===== src/rtl/bip_pkg.sv =====
// Shared definitions for the accumulator CPU sequencer: field widths, opcodes,
// datapath select encodings, FSM states and the decoded control word.
package bip_pkg;

    localparam int BIP_PC_W    = 11;
    localparam int BIP_OP_W    = 5;
    localparam int BIP_OPND_W  = 11;
    localparam int BIP_INSTR_W = BIP_OP_W + BIP_OPND_W;

    localparam logic [BIP_OP_W-1:0] OPC_HLT  = 5'b00000;
    localparam logic [BIP_OP_W-1:0] OPC_STO  = 5'b00001;
    localparam logic [BIP_OP_W-1:0] OPC_LD   = 5'b00010;
    localparam logic [BIP_OP_W-1:0] OPC_LDI  = 5'b00011;
    localparam logic [BIP_OP_W-1:0] OPC_ADD  = 5'b00100;
    localparam logic [BIP_OP_W-1:0] OPC_ADDI = 5'b00101;
    localparam logic [BIP_OP_W-1:0] OPC_SUB  = 5'b00110;
    localparam logic [BIP_OP_W-1:0] OPC_SUBI = 5'b00111;

    localparam logic [1:0] SEL_MEM = 2'd0;
    localparam logic [1:0] SEL_IMM = 2'd1;
    localparam logic [1:0] SEL_ALU = 2'd2;

    localparam logic SELB_MEM = 1'b0;
    localparam logic SELB_IMM = 1'b1;

    localparam logic OP_ADD = 1'b0;
    localparam logic OP_SUB = 1'b1;

    typedef enum logic [2:0] {
        ST_IDLE   = 3'd0,
        ST_FETCH  = 3'd1,
        ST_DECODE = 3'd2,
        ST_EXEC   = 3'd3,
        ST_HALT   = 3'd4
    } state_t;

    typedef struct packed {
        logic [1:0] sel_a;
        logic       sel_b;
        logic       op;
        logic       wr_acc;
        logic       wr_ram;
        logic       rd_ram;
        logic       is_halt;
    } ctrl_t;

endpackage


===== src/rtl/bip_decoder.sv =====
// Opcode to control-word decode. Purely combinational; the sequencer decides
// in which state each field is allowed to reach the datapath.
module bip_decoder
    import bip_pkg::*;
#(
    parameter int OP_W = BIP_OP_W
) (
    input  logic [OP_W-1:0] opcode_i,
    output ctrl_t           ctrl_o
);

    always_comb begin
        ctrl_o = '0;
        case (opcode_i)
            OPC_HLT: begin
                ctrl_o.is_halt = 1'b1;
            end
            OPC_STO: begin
                ctrl_o.wr_ram = 1'b1;
            end
            OPC_LD: begin
                ctrl_o.wr_acc = 1'b1;
                ctrl_o.sel_a  = SEL_MEM;
                ctrl_o.rd_ram = 1'b1;
            end
            OPC_LDI: begin
                ctrl_o.wr_acc = 1'b1;
                ctrl_o.sel_a  = SEL_IMM;
            end
            OPC_ADD: begin
                ctrl_o.wr_acc = 1'b1;
                ctrl_o.sel_a  = SEL_ALU;
                ctrl_o.sel_b  = SELB_MEM;
                ctrl_o.op     = OP_ADD;
                ctrl_o.rd_ram = 1'b1;
            end
            OPC_ADDI: begin
                ctrl_o.wr_acc = 1'b1;
                ctrl_o.sel_a  = SEL_ALU;
                ctrl_o.sel_b  = SELB_IMM;
                ctrl_o.op     = OP_ADD;
            end
            OPC_SUB: begin
                ctrl_o.wr_acc = 1'b1;
                ctrl_o.sel_a  = SEL_ALU;
                ctrl_o.sel_b  = SELB_MEM;
                ctrl_o.op     = OP_SUB;
                ctrl_o.rd_ram = 1'b1;
            end
            OPC_SUBI: begin
                ctrl_o.wr_acc = 1'b1;
                ctrl_o.sel_a  = SEL_ALU;
                ctrl_o.sel_b  = SELB_IMM;
                ctrl_o.op     = OP_SUB;
            end
            default: begin
                // unassigned opcodes fall through as NOP
            end
        endcase
    end

endmodule


===== src/rtl/bip_control_unit.sv =====
// Fetch/decode/execute sequencer for the accumulator CPU; owns PC and IR.
//   state  | meaning
//   IDLE   | waiting for Start, PC=0
//   FETCH  | PmAddr=PC presented to program memory
//   DECODE | Instr valid; IR latched, data read issued for LD/ADD/SUB
//   EXEC   | single-cycle ACC/RAM strobes, PC advances unless HLT
//   HALT   | stopped until reset
module bip_control_unit
    import bip_pkg::*;
#(
    parameter int PC_W   = BIP_PC_W,
    parameter int OP_W   = BIP_OP_W,
    parameter int OPND_W = BIP_OPND_W
) (
    input  logic                     clk,
    input  logic                     Reset_n,
    input  logic                     Start,
    input  logic [OP_W+OPND_W-1:0]   Instr,
    output logic [PC_W-1:0]          PmAddr,
    output logic [OPND_W-1:0]        Operand,
    output logic [1:0]               SelA,
    output logic                     SelB,
    output logic                     Op,
    output logic                     WrAcc,
    output logic                     ClrAcc,
    output logic                     RdRam,
    output logic                     WrRam,
    output logic                     Busy,
    output logic                     Halted
);

    localparam int INSTR_W = OP_W + OPND_W;

    state_t               state_q, state_d;
    logic [PC_W-1:0]      pc_q, pc_d;
    logic [INSTR_W-1:0]   ir_q, ir_d;
    logic [OP_W-1:0]      dec_opc;
    ctrl_t                ctrl;

    // In DECODE the IR is not yet loaded, so decode straight from program memory.
    assign dec_opc = (state_q == ST_DECODE) ? Instr[INSTR_W-1 -: OP_W]
                                            : ir_q[INSTR_W-1 -: OP_W];

    bip_decoder #(
        .OP_W (OP_W)
    ) u_decoder (
        .opcode_i (dec_opc),
        .ctrl_o   (ctrl)
    );

    always_ff @(posedge clk) begin
        if (!Reset_n) begin
            state_q <= ST_IDLE;
            pc_q    <= '0;
            ir_q    <= '0;
        end else begin
            state_q <= state_d;
            pc_q    <= pc_d;
            ir_q    <= ir_d;
        end
    end

    always_comb begin
        state_d = state_q;
        pc_d    = pc_q;
        ir_d    = ir_q;
        unique case (state_q)
            ST_IDLE: begin
                if (Start) state_d = ST_FETCH;
            end
            ST_FETCH: begin
                state_d = ST_DECODE;
            end
            ST_DECODE: begin
                ir_d    = Instr;
                state_d = ST_EXEC;
            end
            ST_EXEC: begin
                if (ctrl.is_halt) begin
                    state_d = ST_HALT;
                end else begin
                    pc_d    = pc_q + PC_W'(1);
                    state_d = ST_FETCH;
                end
            end
            ST_HALT: begin
                state_d = ST_HALT;
            end
            default: begin
                state_d = ST_IDLE;
            end
        endcase
    end

    // Strobes are masked by Reset_n so nothing fires in the cycle a reset lands.
    always_comb begin
        ClrAcc  = 1'b0;
        WrAcc   = 1'b0;
        WrRam   = 1'b0;
        RdRam   = 1'b0;
        SelA    = SEL_MEM;
        SelB    = SELB_MEM;
        Op      = OP_ADD;
        Busy    = 1'b0;
        Halted  = 1'b0;
        Operand = ir_q[OPND_W-1:0];
        case (state_q)
            ST_IDLE: begin
                ClrAcc = Start & Reset_n;
            end
            ST_FETCH: begin
                Busy = 1'b1;
            end
            ST_DECODE: begin
                Busy    = 1'b1;
                RdRam   = ctrl.rd_ram & Reset_n;
                Operand = Instr[OPND_W-1:0];
            end
            ST_EXEC: begin
                Busy  = 1'b1;
                WrAcc = ctrl.wr_acc & Reset_n;
                WrRam = ctrl.wr_ram & Reset_n;
                SelA  = ctrl.sel_a;
                SelB  = ctrl.sel_b;
                Op    = ctrl.op;
            end
            ST_HALT: begin
                Halted = 1'b1;
            end
            default: begin
            end
        endcase
    end

    assign PmAddr = pc_q;

endmodule

===== config.mk =====
export PLATFORM = sky130hd
export DESIGN_NAME = bip_control_unit
export DESIGN_NICKNAME = d
export VERILOG_FILES = /design/src/rtl/bip_pkg.sv /design/src/rtl/bip_decoder.sv /design/src/rtl/bip_control_unit.sv
export SDC_FILE = /design/constraint.sdc
export NUM_CORES = 1
export LEC_CHECK = 0
export ABC_AREA = 1
export CORE_MARGIN = 2
export CORE_UTILIZATION = 36
export CTS_BUF_LIST = sky130_fd_sc_hd__clkbuf_4
export DETAILED_ROUTE_END_ITERATION = 12
export PLACE_DENSITY = 0.72
export SLEW_MARGIN = 20
export SYNTH_ARGS = -nofsm -noshare
export SYNTH_HDL_FRONTEND = slang
export SYNTH_HIERARCHICAL = 1
export SYNTH_SLANG_ARGS = --single-unit

===== constraint.sdc =====
create_clock -name clk -period 2.3 [get_ports clk]
set_input_delay 0.46 -clock clk [delete_from_list [all_inputs] [get_ports clk]]
set_output_delay 0.46 -clock clk [all_outputs]
set_load 0.05 [all_outputs]

After elaboration in Yosys (flattened, before gate mapping)
Index checks and enable logic that the tools add are counted.

Bits in registers: 30. Word-level logic and storage cells: 48.

Add/subtract/negate cells: 1. Equality and inequality tests: 12. Mux-type cells: 20. Bitwise gates (word level): 5. Reduce and logical (&&, ||, !) cells: 7.

Operators by type and width (count): equality test 5 x 3 -> 1 bit, second input constant (4); case mux 3 bit (5 select lines) (1); 2-to-1 mux 1 bit (12); adder 11 x 1 -> 11 bit, second input constant (1); 2-to-1 mux 11 bit (1); equality test 5 x 2 -> 1 bit, second input constant (2); equality test 3 x 2 -> 1 bit, second input constant (2); 2-to-1 mux 3 bit (2); case mux 2 bit (3 select lines) (1); OR reduction 3 bit (2); OR reduction 6 bit (1); equality test 5 x 1 -> 1 bit, second input constant (1); logical NOT 5 bit (1); 2-to-1 mux 5 bit (1); bitwise AND 1 bit (4); case mux 2 bit (2 select lines) (1); OR reduction 4 bit (1); equality test 3 x 1 -> 1 bit, second input constant (1); equality test 3 bit, second input constant (1); logical NOT 3 bit (1); 2-to-1 mux 2 bit (1); != test 2 bit, second input constant (1); AND reduction 2 bit (1); NOT 1 bit (1).

Depth between registers and ports, before layout
Gate-level depths: netlist of the first run.

Word-level depth: 7. Mapped depth: 16.

Cells and area by module
Netlist of the first run, hierarchy kept.

Modules (own cells, without submodules): bip_control_unit (instances 1, cells an instance 249, area each 1644.1 µm², sequential area each 600.6 µm²); bip_decoder (instances 1, cells an instance 19, area each 76.3 µm², sequential area each 0.0 µm²).

Least setup slack after synthesis of the first run
Ideal clock, no wire load.

Kind: register to output. Start: register state_q[1]. End: output RdRam. Data arrival time: 1.965 ns. Required time: 1.840 ns. Setup slack: -0.125 ns. Cell stages (with the launch flop): 9. Path buffers: 1. Cell sequence: dfxtp_1 nand3_4 inv_2 buf_2 a21oi_1 or2_1 nor2_1 nand2_1 nor2_1.

RTL lines: from (decl) (line bip_control_unit.sv:34) `state_t state_q, state_d;`; from (signal assigned) (line bip_control_unit.sv:57) `state_q <= state_d;`; to (decl) (line bip_control_unit.sv:26) `output logic RdRam,`.

==> run summary, run 1 <==
Worst Hold Class - reg -> reg
Die Area - 5350 um^2
post-layout min period - 2.30 ns
IO buf count - 50
Critical Path Max Stage Delay - 0.36 ns
part of the power in registers - 32.4%
Fin. Hold Viols - 0
Remaining Overflow, GRT - 0
Sw Share - 40.4%
# Max-Cap Violations - 0
hold buffers post-CTS - 0
first-pass GRT wire length - 6960 um
CP Cell Sequence - inv_4 > nand3_4 > nand2_2 > inv_2 > a21oi_2 > buf_4 > nand3_2 > nor2_1 > inv_1 > nor2_2 > buf_12
unrepaired setup endpoints after global routing - yes
# rows - 25
Distinct cells, synth - 27
register bit count reported by yosys - 30
mapped cell area - 1720 um^2
Cells after Synth - 268
drt wl/cell - 10.6 um
largest cells by area after synthesis - dfxtp_1, inv_1, nand2_1, nor2_1, a211oi_1
switching power - 0.000732 W
Leak - 1.21 nW
clock network power share - 17.1%
Synth top area share - 34.9%
area leader, netlist - dfxtp_1
FMAX - 435 MHz
critical path peak fanout - 5
Layout area overhead - 55.9%
kind of critical path - reg -> out
via-per-instance ratio - 4.52
total power - 0.00181 W
measured slew at the worst slew-check pin - 0.504 ns
startpoint types - flip-flop
Primary FF master, synth - dfxtp_1
drt pass-1 iters - 4
internal power - 0.00108 W
Post-DRT Antenna Nets - 0
hold slack - 0.504 ns
Slowest-stage cell, CP - dfxtp_4
top post-synthesis cells by count - inv_1, nand2_1, nor2_1
most common cell in the netlist - inv_1
Iter 0 DRT Violations - 88
synth warn - 6
post-DP HPWL - 3000 um
sequential cell area fraction in the yosys report - 34.9%
Clk Latency, worst-skew pair - 0.34 ns
Num CTS Buffers - 5
clock sinks - 30
IO Pins - 51
largest net degree at the start of global routing - 20
Rel. slew slack - 66.4%
DR vias - 1766
CTS tree - yes
H-tree level count - 2
Initial Util - 36.9%
clock root buffer - clkbuf_4
clock-pin slew of the registers on the worst-case setup and hold paths - 0.10 ns
initial antenna violation count - 0
CP required - 1.84 ns
GR Util All Layers - 16.7%
final slew viol count - 0
Fin Clk Skew - 0.00964 ns
combinational cell fraction of total power - 50.4%
Post-Syn Nets - 288
WL final - 4130 um
Mean Syn Cell Area - 6.42 um^2
EDFF count, synth - 0
die width - 73.1 um
Layout fillers - 435
GPL Wtd Cong - 0.820
status - finished, final reports clean
FFs w/ async S/R, synth - 0%
n_diodes - 0
pwr dens - 675 nW/um^2
Max Root-Sink Buffers - 2
maximum VDD drop - 0.000325 V
Die H - 73.1 um
Tcrit/Tclk final - 100%
worst path arrival time - 1.84 ns
drc violations - 0
final setup fails - 0
fraction of layout instances using a drive strength above 1 - 22.8%
vias in the first global route - 1626
critical path capture point type - output pin
nets - 356
Core Area - 4660 um^2
placed cells by master, fill, tap and decap left out, types with 3 or more instances in the layout:
cell type / synthesis / layout
inv_1: 74 / 72
nand2_1: 43 / 42
nor2_1: 38 / 31
clkdlybuf4s50_1: 0 / 29
dfxtp_1: 30 / 27
buf_12: 0 / 19
buf_4: 0 / 18
a21oi_1: 21 / 17
a211oi_1: 17 / 17
nor2_2: 1 / 7
nand3_1: 7 / 6
clkbuf_4: 0 / 6
nand4_1: 5 / 5
a21oi_2: 0 / 4
o21ai_0: 4 / 4
nand3_2: 2 / 4
nand2_2: 2 / 3
inv_2: 4 / 3
nor2_4: 2 / 3
registers in the layout (all words and copies together) (netlist names):
name	flops
ir_q	16
PmAddr	11
state_q	3
per-stage QoR:
step	TNS, ns	instances	area, um^2	util (%)	setup WS (ns)
5_1_grt	-0.554	391	2680	57.6	-0.114
3_5_place_dp	-0.128	372	2490	53.5	-0.0685
4_1_cts	0	389	2650	56.8	0.00751
2_1_floorplan	0	268	1740	-	0.0837
6_report	0	391	2680	57.6	0.00114
3_3_place_gp	-0.0605	372	2490	53.5	-0.0328
power by group through the flow:
| stage | clock network (W) | registers, W | logic (W) |
|---|---|---|---|
| finish | 0.000310 | 0.000587 | 0.000913 |
| global route | 0.000347 | 0.000593 | 0.000985 |
| CTS | 0.000323 | 0.000587 | 0.000900 |
| detailed placement | 0 | 0.000598 | 0.000858 |
| global placement | 0 | 0.000596 | 0.000852 |
| floorplan | 0 | 0.000603 | 0.000510 |
per-layer routing:
metal	up-vias	global-route usage, %	routed length (um)
li1	956	-	-
met1	765	20.0	1900
met2	35	27.2	1960
met3	10	4.56	175
met4	0	8.64	96
met5	-	0	0
critical path, delay by kind of cell (launching register included):
kind | cells | cell delay (ns)
buffers and inverters | 5 | 0.45
AND/OR/NAND/NOR | 5 | 0.55
AO/OA/AOI/OAI | 1 | 0.14
flip-flops | 1 | 0.36
area by class of cell:
class	instances	area (um^2)	area share [%]
Multi-Input combinational cell	153	827	30.8
Timing Repair Buffer	67	818	30.5
Sequential cell	30	609	22.7
Inverter	79	307	11.4
Tap cell	54	67.6	2.52
Clock buffer	6	45.0	1.68
Clock inverter	2	8.76	0.326
cell families (layout without fill, tap and decap cells):
kind of cell	count (synthesis)	in the layout	share of synthesized area, %
flops	30	30	34.9
simple gates	105	106	27.8
compound gates	46	46	16.4
buf+inv	86	154	20.2
fa+ha+maj	1	1	0.727
what timing repair did:
action                     in CTS  in global routing
setup endpoints to repair       7                  8
gates resized for setup        12                  7
buffers inserted                8                  2
pin swaps                       2                  5
cloned                          1                  0
final timing paths:
path,start,end,slack (ns),depth (start not counted)
setup / recovery,state_q[2],Op,0.001,11
hold / removal,PmAddr[3],PmAddr[3],0.50,2
setup reg to reg,state_q[2],PmAddr[2],0.48,14
hold reg to reg,PmAddr[3],PmAddr[3],0.50,2
Note: power is estimated with default switching activity, not from simulation.
==> run 2: changes to the inputs <==
- ABC_AREA: 1 -> not set
- CTS_CLUSTER_SIZE: not set -> 30
- PLACE_DENSITY: 0.72 -> 0.73
- SETUP_SLACK_MARGIN: not set -> 0.3
==> run summary, run 2 <==
clock sinks - 30
unrepaired setup endpoints after global routing - yes
Worst Hold Class - reg -> reg
Core Area - 4030 um^2
Reg-to-Reg End - PmAddr[7]
initial antenna violation count - 0
die width - 69.1 um
drt wl/cell - 13.1 um
combinational cell fraction of total power - 51.7%
Rel. slew slack - 66.8%
FFs w/ async S/R, synth - 0%
Iter 0 DRT Violations - 21
WL final - 3550 um
largest net degree at the start of global routing - 25
Die Area - 4780 um^2
Compound-Gate Fraction of Synth Area - 5.90%
# rows - 23
clock network power share - 16.9%
register bit count reported by yosys - 30
drt pass-1 iters - 4
GR Util All Layers - 15.2%
IO Pins - 51
Fin Clk Skew - 0.0109 ns
IO buf count - 50
Distinct cells, synth - 39
Initial Util - 37.9%
GPL Wtd Cong - 0.698
Fin. Hold Viols - 0
nets - 239
Remaining Overflow, GRT - 0
Sw Share - 36.6%
status - finished, violations left
setup slack after layout - -0.274 ns
Clk Latency, worst-skew pair - 0.33 ns
switching power - 0.000680 W
# Max-Cap Violations - 0
kind of critical path - reg -> out
Placed Instances - 258
final slew viol count - 0
Crit. Startpoint - state_q[2]
most frequent cells in the layout - dfxtp_1, and2_1, clkdlybuf4s50_1, buf_4, buf_12
worst path arrival time - 2.11 ns
startpoint types - flip-flop
top post-synthesis cells by count - dfxtp_1, and2_1, mux2_4
Primary FF master, synth - dfxtp_1
hold buffers post-CTS - 0
max reg flops - 16
largest cells by area after synthesis - dfxtp_1, mux2_4, and2_1, mux2_2, mux2i_1
CTS tree - yes
Tcrit/Tclk final - 112%
post-DP HPWL - 2500 um
synth warn - 6
final setup fails - 7
DR vias - 1302
Synth top area share - 39.3%
fraction of layout instances using a drive strength above 1 - 41.8%
reg2reg path depth - 9
dominant combinational cell family by area after synthesis - simple AND/OR/NAND/NOR gates
post-synthesis xor/xnor area fraction - 1.15%
Max Root-Sink Buffers - 2
Cells after Synth - 149
internal power - 0.00118 W
r2r startpoint - state_q[2]
critical path capture point type - output pin
Synth Area in Simple Gates - 30.7%
Num CTS Buffers - 5
clock root buffer - clkbuf_4
Layout area overhead - 68.4%
critical path peak fanout - 5
FMAX - 388 MHz
DP Worst Slack - -0.127 ns
failing checks - setup timing
Leak - 1.14 nW
Post-DRT Antenna Nets - 0
drc violations - 0
Worst Setup EP - SelA[0]
mux share of post-synthesis cell area - 16.9%
maximum VDD drop - 0.000498 V
Post-Syn Nets - 169
H-tree level count - 2
via-per-instance ratio - 4.82
part of the power in registers - 31.4%
mapped cell area - 1530 um^2
n_diodes - 0
sequential cell area fraction in the yosys report - 39.3%
commonest non-fill, non-tap cell in the layout - dfxtp_1
pwr dens - 724 nW/um^2
first-pass GRT wire length - 5930 um
vias in the first global route - 1270
most common cell in the netlist - dfxtp_1
post-layout min period - 2.57 ns
Top reg by flops - ir_q
CP required - 1.84 ns
EDFF count, synth - 0
Non-Filler Instances - 270
Synth Area in Adders - 0.820%
Die H - 69.1 um
clock-pin slew of the registers on the worst-case setup and hold paths - 0.10 ns
area leader, netlist - dfxtp_1
Reg2Reg Setup Slack - 0.08 ns
Mean Syn Cell Area - 10.2 um^2
measured slew at the worst slew-check pin - 0.497 ns
==> run 2: changes by cell type after synthesis, moves of 6 or more <==
cell,before,now
a211oi_1,17,0
a21oi_1,21,7
and2_1,0,21
inv_1,74,3
mux2_2,0,6
mux2_4,0,10
nand2_1,43,7
nor2_1,38,7
==> run 2: per-layer routing <==
metal / track usage (%) / share of wire (%) / vias to the layer above
met5: 0 / 0 / -
met4: 5.23 / 1.1 / 0
met3: 5.70 / 7.0 / 5
met2: 24.1 / 47 / 38
met1: 18.8 / 45 / 595
li1: - / - / 664
==> run 2: how the worst min path moves through the flow <==
stage | endpoint | from | cells after the start | slack (ns)
after floorplan | ir_q[11] | ir_q[11] | 2 | 0.57
after global placement | PmAddr[10] | PmAddr[10] | 2 | 0.46
after detailed placement | PmAddr[10] | PmAddr[10] | 2 | 0.47
after CTS | PmAddr[10] | PmAddr[10] | 2 | 0.48
after global routing | PmAddr[9] | PmAddr[9] | 2 | 0.52
final | PmAddr[10] | PmAddr[10] | 2 | 0.48
==> run 2: critical path, stage by stage (launching register included) <==
cell and delay (ns):
dfxtp_2 0.35, nor3b_4 0.17, buf_6 0.15, buf_4 0.14, mux2_4 0.32, buf_4 0.15
and4b_1 0.23, and2_4 0.14, buf_12 0.13
==> run 2: power by group through the flow <==
stage	Combinational [W]	Clock, W	Sequential (W)
after global routing	0.00102	0.000350	0.000590
after floorplan	0.000566	0	0.000591
after detailed placement	0.000851	0	0.000595
after CTS	0.000890	0.000330	0.000585
after global placement	0.000844	0	0.000593
final	0.000962	0.000314	0.000585
==> run 2: kinds of logic (layout without fill, tap and decap cells) <==
logic type,count (synthesis),after routing
multiplexers,20,20
AND/OR/NAND/NOR,70,70
AO/OA/AOI/OAI,15,15
adder cells (fa/ha/maj),1,1
XOR/XNOR,2,2
buffers and inverters,11,82
flip-flops,30,30
==> run 2: stage by stage <==
stage	power [W]	area (um^2)	util, %	hold slack, ns	setup TNS (ns)
floorplan	0.00116	1620	-	0.573	-0.677
global placement	0.00144	2370	58.8	0.460	-1.02
detailed placement	0.00145	2370	58.8	0.466	-1.27
CTS	0.00181	2470	61.4	0.483	-1.85
global route	0.00196	2570	63.8	0.520	-2.66
finish	0.00186	2570	63.8	0.476	-1.65
==> run 2: what timing repair did <==
action	CTS	global route
resized for setup	23	16
endpoints found under the setup margin	40	31
pin swaps	7	4
setup buffers	2	1
cloned	0	1
==> run 2: final cells by class <==
type | count | area, um^2
Multi-Input combinational cell | 108 | 1000
Sequential cell | 30 | 604
Fill cell | 339 | 1460
Tap cell | 50 | 62.6
Clock inverter | 2 | 8.76
Clock buffer | 6 | 45.0
Timing Repair Buffer | 70 | 831
Inverter | 4 | 15.0
==> run 3: changes to the inputs <==
- RECOVER_POWER: not set -> 100
==> run summary, run 3 (synthesized netlist as in run 2, its figures left out) <==
clock-pin slew of the registers on the worst-case setup and hold paths - 0.10 ns
critical path peak fanout - 5
IO Pins - 51
pwr dens - 722 nW/um^2
Fin. Hold Viols - 0
status - finished, violations left
reg2reg path depth - 10
hold path startpoint - PmAddr[10]
post-DP HPWL - 2500 um
die width - 69.1 um
CP required - 1.84 ns
worst path arrival time - 2.11 ns
Max Root-Sink Buffers - 2
WL final - 3540 um
unrepaired setup endpoints after global routing - yes
DR vias - 1297
Leak - 1.09 nW
Tcrit/Tclk final - 112%
largest net degree at the start of global routing - 25
Worst Hold Class - reg -> reg
drt pass-1 iters - 4
# Max-Cap Violations - 0
clock root buffer - clkbuf_4
# rows - 23
CTS tree - yes
FMAX - 389 MHz
most frequent cells in the layout - dfxtp_1, and2_1, clkdlybuf4s50_1
drt wl/cell - 13.1 um
cell depth of the worst min-delay path - 2
Clk Latency, worst-skew pair - 0.33 ns
final setup fails - 12
Non-Filler Instances - 270
H-tree level count - 2
Rel. slew slack - 60.7%
Layout area overhead - 62.6%
IO buf count - 50
maximum VDD drop - 0.000497 V
GPL Wtd Cong - 0.698
Hold Path End - PmAddr[10]
setup slack after layout - -0.269 ns
initial antenna violation count - 0
startpoint types - flip-flop
critical path capture point type - output pin
r2r startpoint - state_q[2]
Placed Instances - 258
total power - 0.00179 W
Iter 0 DRT Violations - 17
Die Area - 4780 um^2
via-per-instance ratio - 4.80
Core Area - 4030 um^2
Fin Clk Skew - 0.0109 ns
fraction of layout instances using a drive strength above 1 - 35.9%
drc violations - 0
hold buffers post-CTS - 0
commonest non-fill, non-tap cell in the layout - dfxtp_1
Top reg by flops - ir_q
Post-DRT Antenna Nets - 0
failing checks - setup timing
TNS Setup - -2.26 ns
vias in the first global route - 1270
max reg flops - 16
kind of critical path - reg -> out
n_diodes - 0
Initial Util - 37.9%
Final Core Density - 61.6%
hold slack - 0.480 ns
Die H - 69.1 um
clock sinks - 30
Reg-to-Reg End - PmAddr[1]
Remaining Overflow, GRT - 0
GR Util All Layers - 15.2%
nets - 239
post-layout min period - 2.57 ns
Reg2Reg Setup Slack - 0.08 ns
first-pass GRT wire length - 5930 um
Num CTS Buffers - 5
measured slew at the worst slew-check pin - 0.592 ns
final slew viol count - 0
-- run 3: cell types whose count changed in the layout (fill, tap and decap cells not counted), sizes merged --
cell / delta
clkbuf: +2
dlymetal6s2s: -1
buf: -1
-- run 3: final cells by class --
cell class,count,area (um^2)
tap,50,62.6
fill,355,1550
clock inverter,2,8.76
timing repair buffer,70,792
multi-input combinational,108,955
sequential,30,604
inverter,4,15.0
clock buffer,6,45.0
-- run 3: routing by layer --
layer | GRT usage, % | wire [um] | share of wire, %
met1 | 18.8 | 1580 | 45
met2 | 24.1 | 1680 | 47
met3 | 5.70 | 244 | 6.9
met4 | 5.23 | 40 | 1.1
met5 | 0 | 0 | 0
-- run 3: worst max path at each step --
| stage | endpoint | start | slack, ns | cells past startpoint |
|---|---|---|---|---|
| 5_1_grt | RdRam | state_q[0] | -0.40 | 7 |
| 4_1_cts | RdRam | state_q[0] | -0.36 | 7 |
| 3_5_place_dp | RdRam | Instr[14] | -0.13 | 6 |
| 6_report | SelA[0] | state_q[2] | -0.27 | 8 |
| 3_3_place_gp | RdRam | Instr[14] | -0.16 | 6 |
| 2_1_floorplan | RdRam | state_q[1] | -0.38 | 7 |
-- run 3: metrics by stage --
| stage | setup WS, ns | instance area (um^2) |
|---|---|---|
| global placement | -0.164 | 2370 |
| global route | -0.405 | 2480 |
| finish | -0.269 | 2480 |
| floorplan | -0.380 | 1620 |
| CTS | -0.361 | 2470 |
| detailed placement | -0.127 | 2370 |
-- run 3: where the power goes --
part	internal (W)	switching [W]
registers	0.000566	0.0000174
logic	0.000433	0.000462
clock network	0.000126	0.000187
-- run 3: worst max-delay path, stage by stage, from the launching register on --
cell,delay [ns]
dfxtp_2,0.35
nor3b_4,0.17
buf_6,0.15
buf_4,0.13
mux2_4,0.32
buf_4,0.15
and4b_1,0.23
and2_4,0.14
buf_12,0.13
-- run 3: timing repair --
action	in CTS	in global routing
setup endpoints to repair	40	31
cloned	0	1
setup buffers	2	1
gates resized for setup	23	16
pin swaps	7	4
